$ cat src/rtl/levinson_pkg.sv
// Shared constants and shadow-pipe metadata for the Levinson-Durbin divider client.
package levinson_pkg;

  localparam int DIV_LATENCY    = 8;
  localparam int DIV_NUM_W      = 64;
  localparam int DIV_DEN_W      = 33;
  localparam int DIV_Q_W        = 32;
  localparam int DIV_TAG_W      = 4;
  localparam int RSP_FIFO_DEPTH = 8;

  // Saturated quotients returned for division by zero, chosen by numerator sign.
  localparam logic [DIV_Q_W-1:0] Q_MAX = {1'b0, {(DIV_Q_W-1){1'b1}}};
  localparam logic [DIV_Q_W-1:0] Q_MIN = {1'b1, {(DIV_Q_W-1){1'b0}}};

  typedef struct packed {
    logic                 valid;
    logic [DIV_TAG_W-1:0] tag;
    logic                 dz;
    logic                 sign;
  } div_meta_t;

endpackage

$ cat src/rtl/levinson_sync_fifo.sv
// Non-fall-through synchronous FIFO with wrap-bit pointers; output data reads 0 while empty.
module levinson_sync_fifo #(
  parameter int WIDTH = 8,
  parameter int DEPTH = 8
) (
  input  logic             clock,
  input  logic             reset,
  input  logic             wr_en,
  input  logic [WIDTH-1:0] wr_data,
  input  logic             rd_en,
  output logic [WIDTH-1:0] rd_data,
  output logic             valid
);

  localparam int AW = $clog2(DEPTH);

  logic [AW:0]      wr_ptr;
  logic [AW:0]      rd_ptr;
  logic [WIDTH-1:0] mem [DEPTH];
  logic             full;
  logic             do_wr;
  logic             do_rd;

  assign valid   = (wr_ptr != rd_ptr);
  assign full    = (wr_ptr[AW] != rd_ptr[AW]) && (wr_ptr[AW-1:0] == rd_ptr[AW-1:0]);
  assign do_rd   = rd_en && valid;
  assign do_wr   = wr_en && (!full || do_rd);
  assign rd_data = valid ? mem[rd_ptr[AW-1:0]] : '0;

  always_ff @(posedge clock) begin
    if (reset) begin
      wr_ptr <= '0;
      rd_ptr <= '0;
    end else begin
      if (do_wr) wr_ptr <= wr_ptr + (AW+1)'(1);
      if (do_rd) rd_ptr <= rd_ptr + (AW+1)'(1);
    end
  end

  // Storage needs no reset: the pointers alone decide what is visible.
  always_ff @(posedge clock) begin
    if (do_wr) mem[wr_ptr[AW-1:0]] <= wr_data;
  end

endmodule

$ cat src/rtl/levinson_div_client.sv
// Requester for the fixed-latency pipelined divider: credit-throttled issue, shadow tag pipe, response FIFO.
module levinson_div_client
  import levinson_pkg::*;
#(
  parameter int LATENCY    = DIV_LATENCY,
  parameter int NUM_W      = DIV_NUM_W,
  parameter int DEN_W      = DIV_DEN_W,
  parameter int Q_W        = DIV_Q_W,
  parameter int TAG_W      = DIV_TAG_W,
  parameter int FIFO_DEPTH = RSP_FIFO_DEPTH
) (
  input  logic             clock,
  input  logic             reset,
  input  logic             req_valid,
  output logic             req_ready,
  input  logic [NUM_W-1:0] req_numer,
  input  logic [DEN_W-1:0] req_denom,
  input  logic [TAG_W-1:0] req_tag,
  output logic [NUM_W-1:0] div_numer,
  output logic [DEN_W-1:0] div_denom,
  input  logic [Q_W-1:0]   div_quotient,
  output logic             rsp_valid,
  input  logic             rsp_ready,
  output logic [Q_W-1:0]   rsp_quotient,
  output logic [TAG_W-1:0] rsp_tag,
  output logic             rsp_dz,
  output logic             busy
);

  localparam int CNT_W = $clog2(FIFO_DEPTH) + 1;
  localparam int FW    = Q_W + TAG_W + 1;

  logic [CNT_W-1:0] outstanding;
  div_meta_t        meta [0:LATENCY];
  logic             accept;
  logic             pop;
  logic [Q_W-1:0]   cap_q;
  logic [FW-1:0]    fifo_wdata;
  logic [FW-1:0]    fifo_rdata;

  // Credits cover both in-flight and queued results, so the FIFO can never overflow.
  assign req_ready = (outstanding < CNT_W'(FIFO_DEPTH));
  assign accept    = req_valid && req_ready;
  assign pop       = rsp_valid && rsp_ready;
  assign busy      = (outstanding != '0);

  always_ff @(posedge clock) begin
    if (reset) begin
      outstanding <= '0;
    end else if (accept && !pop) begin
      outstanding <= outstanding + CNT_W'(1);
    end else if (pop && !accept) begin
      outstanding <= outstanding - CNT_W'(1);
    end
  end

  // A zero divisor is replaced by 1 so the divider never sees it; the dz flag overrides the result.
  always_ff @(posedge clock) begin
    if (reset) begin
      div_numer <= '0;
      div_denom <= '0;
    end else if (accept) begin
      div_numer <= req_numer;
      div_denom <= (req_denom == '0) ? DEN_W'(1) : req_denom;
    end
  end

  always_ff @(posedge clock) begin
    if (reset) begin
      for (int i = 0; i <= LATENCY; i++) meta[i] <= '0;
    end else begin
      meta[0] <= '{valid: accept, tag: req_tag, dz: (req_denom == '0), sign: req_numer[NUM_W-1]};
      for (int i = 1; i <= LATENCY; i++) meta[i] <= meta[i-1];
    end
  end

  assign cap_q      = meta[LATENCY].dz ? (meta[LATENCY].sign ? Q_MIN : Q_MAX) : div_quotient;
  assign fifo_wdata = {cap_q, meta[LATENCY].tag, meta[LATENCY].dz};

  levinson_sync_fifo #(
    .WIDTH (FW),
    .DEPTH (FIFO_DEPTH)
  ) u_rsp_fifo (
    .clock   (clock),
    .reset   (reset),
    .wr_en   (meta[LATENCY].valid),
    .wr_data (fifo_wdata),
    .rd_en   (rsp_ready),
    .rd_data (fifo_rdata),
    .valid   (rsp_valid)
  );

  assign {rsp_quotient, rsp_tag, rsp_dz} = fifo_rdata;

endmodule

$ cat config.mk
export PLATFORM = sky130hd
export DESIGN_NAME = levinson_div_client
export DESIGN_NICKNAME = d
export VERILOG_FILES = /design/src/rtl/levinson_pkg.sv /design/src/rtl/levinson_sync_fifo.sv /design/src/rtl/levinson_div_client.sv
export SDC_FILE = /design/constraint.sdc
export NUM_CORES = 1
export LEC_CHECK = 0
export ABC_AREA = 1
export CAP_MARGIN = 20
export CORE_MARGIN = 2
export CORE_UTILIZATION = 40
export DETAILED_ROUTE_END_ITERATION = 7
export GPL_TIMING_DRIVEN = 0
export PLACE_DENSITY = 0.59
export SLEW_MARGIN = 5
export SYNTH_ARGS = -nofsm -noshare
export SYNTH_HDL_FRONTEND = slang
export SYNTH_SLANG_ARGS = --single-unit
$ cat constraint.sdc
create_clock -name clock -period 3.75 [get_ports clock]
set_clock_uncertainty 0.15 [all_clocks]
set_input_delay 0.75 -clock clock [delete_from_list [all_inputs] [get_ports clock]]
set_output_delay 0.75 -clock clock [all_outputs]
set_load 0.03 [all_outputs]
==> load_flow_metrics.sql <==
INSERT INTO impl_metrics (metric_group, metric, value, unit) VALUES
('yosys', 'syn-instance-count', '1735', ''),
('timing', 'timing_max_transition_violations_final', '0', ''),
('timing', 'final_worst_path_cycle_share', '94.7', '%'),
('worst_setup_path', 'critical_path.top_delay_family', 'buffers and inverters', ''),
('min_path', 'worst_hold_path_cell_count', '2', ''),
('die', 'start_util', '40.6', '%'),
('drt', 'drt_iter0_markers', '788', ''),
('yosys', 'area_share_of_fa_ha_maj_cells_after_synthesis', '0.460', '%'),
('worst_setup_path', 'crit_top_cell', 'sky130_fd_sc_hd__o21ai_0', ''),
('yosys', 'synth_xor_area_share', '0.425', '%'),
('yosys', 'post_synth_main_area_contributors', 'sky130_fd_sc_hd__edfxtp_1, sky130_fd_sc_hd__dfxtp_1, sky130_fd_sc_hd__nor2_1', ''),
('yosys', 'mappedNetlistArea', '17900', 'sq um'),
('worst_setup_path', 'cp-start-kind', 'register', ''),
('clock_network', 'clock_tree.buffer_depth', '3', ''),
('finish', 'seqCellArea', '12400', 'sq um'),
('clock_network', 'cts_hold_repair.buffers', '0', ''),
('place', 'place.gp.congestion', '0.836', ''),
('timing', 'max_clock_freq', '0.282', 'GHz'),
('power', 'power.share.switching', '25.5', '%'),
('drt', 'avgRoutedWirePerCell', '18.1', 'um'),
('place', 'placed_area', '21600', 'sq um'),
('power', 'total_leakage_power', '8.91', 'nW'),
('min_path', 'min-delay-path-class', 'register to register', ''),
('drt', 'routed_wirelength', '49000', 'um'),
('yosys', 'seq_area_frac_synth', '69.1', '%'),
('die', 'height_of_the_chip', '216', 'um'),
('yosys', 'synth-simple-area-share', '14.3', '%'),
('power', 'seq_power_share', '47.5', '%'),
('drt', 'ant_nets', '0', ''),
('clock_network', 'cts-root-buf', 'sky130_fd_sc_hd__clkbuf_16', ''),
('timing', 'timing.slew.headroom', '40.1', '%'),
('die', 'rows', '77', ''),
('finish', 'filler_cell_count', '3942', ''),
('die', 'design.die.area', '46600', 'sq um'),
('finish', 'nets', '2209', ''),
('job', 'maxCapViolCount', '0', ''),
('yosys', 'main_combinational_cell_family_by_area_after_synthesis', 'simple AND/OR/NAND/NOR gates', ''),
('grt', 'grt_resource_usage_total', '20.9', '%'),
('finish', 'postLayoutCoreUtil', '52.6', '%'),
('power', 'power_per_cell_area', '529', 'nW/um^2'),
('clock_network', 'path_clk_slew', '0.06', 'ns'),
('grt', 'initial_antenna_violation_count', '3', ''),
('grt', 'grt.met3_usage', '6.86', '%'),
('grt', 'globalRoute.totalOverflow', '0', ''),
('yosys', 'netlist-cell-type-count', '29', ''),
('finish', 'mostFrequentLayoutCell', 'sky130_fd_sc_hd__nor2_1', ''),
('yosys', 'ys.warnings.count', '0', ''),
('worst_setup_path', 'r2r.worst_path.cells', '14', ''),
('finish', 'syn2layout_area_growth', '29.5', '%'),
('drt', 'vias', '13100', ''),
('die', 'core_region_area', '44200', 'sq um'),
('yosys', 'synth_compound_gate_area_share', '10.8', '%'),
('yosys', 'synth_top_cell_by_area', 'sky130_fd_sc_hd__edfxtp_1', ''),
('grt', 'met2_usage', '34.9', '%'),
('worst_setup_path', 'crit_chain', 'buf_4 -> clkbuf_2 -> o21ai_0 -> o21ai_1 -> o21ai_0 -> nor2_1 -> dlygate4sd2_1', ''),
('clock_network', 'clock_latency', '0.58', 'ns'),
('die', 'floorplan.io_pins', '274', ''),
('yosys', 'netlist.area_leader.share', '49.5', '%'),
('timing', 'worst_slew_pin_slew', '0.896', 'ns'),
('drt', 'vias_per_cell', '4.87', ''),
('timing', 'setup_tns', '0', 'ns'),
('place', 'port_buffers', '272', ''),
('worst_setup_path', 'crit_type', 'register to output port', ''),
('status', 'run_status', 'finished, final reports clean', ''),
('timing', 'hold_viol', '0', ''),
('timing', 'setup_slack', '0.200', 'ns'),
('yosys', 'synth.mux.area_fraction', '0', '%'),
('clock_network', 'htreeDepth', '2', ''),
('grt', 'top_usage_layer', 'met2', ''),
('power', 'vdd.ir_drop.worst', '453', 'uV'),
('yosys', 'ys_ff_latch', '471', '');
-- routing by layer --
metal / wire length [um] / vias up
met2: 23500 / 427
met3: 4510 / 95
met1: 19500 / 6145
li1: - / 6466
met4: 1440 / 4
met5: 29 / -
-- power by group through the flow --
| stage | sequential [W] | clock, W | combinational [W] |
|---|---|---|---|
| global route | 0.00586 | 0.00504 | 0.00185 |
| detailed placement | 0.00594 | 0 | 0.00172 |
| finish | 0.00584 | 0.00475 | 0.00171 |
| CTS | 0.00584 | 0.00485 | 0.00173 |
| global placement | 0.00593 | 0 | 0.00171 |
| floorplan | 0.00631 | 0 | 0.000545 |
-- synthesized netlist by cell type, drive strengths merged --
cell    count
fa          1
buf        46
xnor2       3
a21oi      45
nand2     120
nor2      521
o21ai     343
inv        96
clkbuf     59
xor2        4
ha          5
dfxtp     175
nand3      13
nand4       7
nand3b      1
edfxtp    296
-- layout make-up --
cell class / count / share of cell area (%)
inverter: 96 / 1.55
clock buffer: 64 / 5.89
sequential: 471 / 53.3
multi-input combinational: 1063 / 20.3
clock inverter: 27 / 0.931
antenna: 1 / 0.0108
timing repair buffer: 280 / 12.5
tap: 592 / 3.19
buffer: 105 / 2.34
-- worst register-to-register path: stages (launching register included) --
cell and delay, ns:
sky130_fd_sc_hd__dfxtp_1 0.45, sky130_fd_sc_hd__inv_2 0.08, sky130_fd_sc_hd__nand2_1 0.06, sky130_fd_sc_hd__nand2_1 0.08, sky130_fd_sc_hd__nor2_4 0.17, sky130_fd_sc_hd__nand3b_4 0.19, sky130_fd_sc_hd__nand2_2 0.16, sky130_fd_sc_hd__ha_1 0.20
sky130_fd_sc_hd__inv_1 0.09, sky130_fd_sc_hd__ha_1 0.32, sky130_fd_sc_hd__a21oi_1 0.15, sky130_fd_sc_hd__nand2_1 0.07, sky130_fd_sc_hd__xor2_1 0.14, sky130_fd_sc_hd__nand2_1 0.06, sky130_fd_sc_hd__a21oi_1 0.05
-- registers in the layout, indices dropped and copies added, names as in the netlist, named ones only --
register	flops
u_rsp_fifo.mem	296
div_numer	64
meta	63
div_denom	33
outstanding	4
u_rsp_fifo.rd_ptr	4
u_rsp_fifo.wr_ptr	4
-- cell families after synthesis --
family          count (synthesis)
buf+inv                       201
fa+ha+maj                       6
compound gates                388
flops                         471
simple gates                  662
xor+xnor                        7
-- metrics by stage --
step                      std cells  total power, W
after detailed placement       2607         0.00766
after global placement         2599         0.00764
after floorplan                1735         0.00685
after CTS                      2698          0.0124
final                          2699          0.0123
after global routing           2699          0.0127
-- path summary, 6_finish.rpt --
path / slack, ns / endpoint / startpoint
worst max register to register: 1.19 / outstanding[3]$_SDFFE_PP0P_ / u_rsp_fifo.wr_ptr[1]$_SDFFE_PP0P_
worst max-delay path: 0.20 / rsp_quotient[24] / register
worst min-delay path: 0.24 / meta[0][50]$_SDFF_PP0_ / meta[0][43]$_SDFF_PP0_
worst min register to register: 0.24 / meta[0][50]$_SDFF_PP0_ / meta[0][43]$_SDFF_PP0_
-- timing repair --
item | 4_1_cts | 5_1_grt
pin swaps | 0 | 0
cloned | 0 | 0
hold endpoints to repair | 0 | 0
resized for setup | 34 | 26
endpoints found under the setup margin | 37 | 22
buffers inserted | 0 | 0
Note: power is estimated with default switching activity, not from simulation.
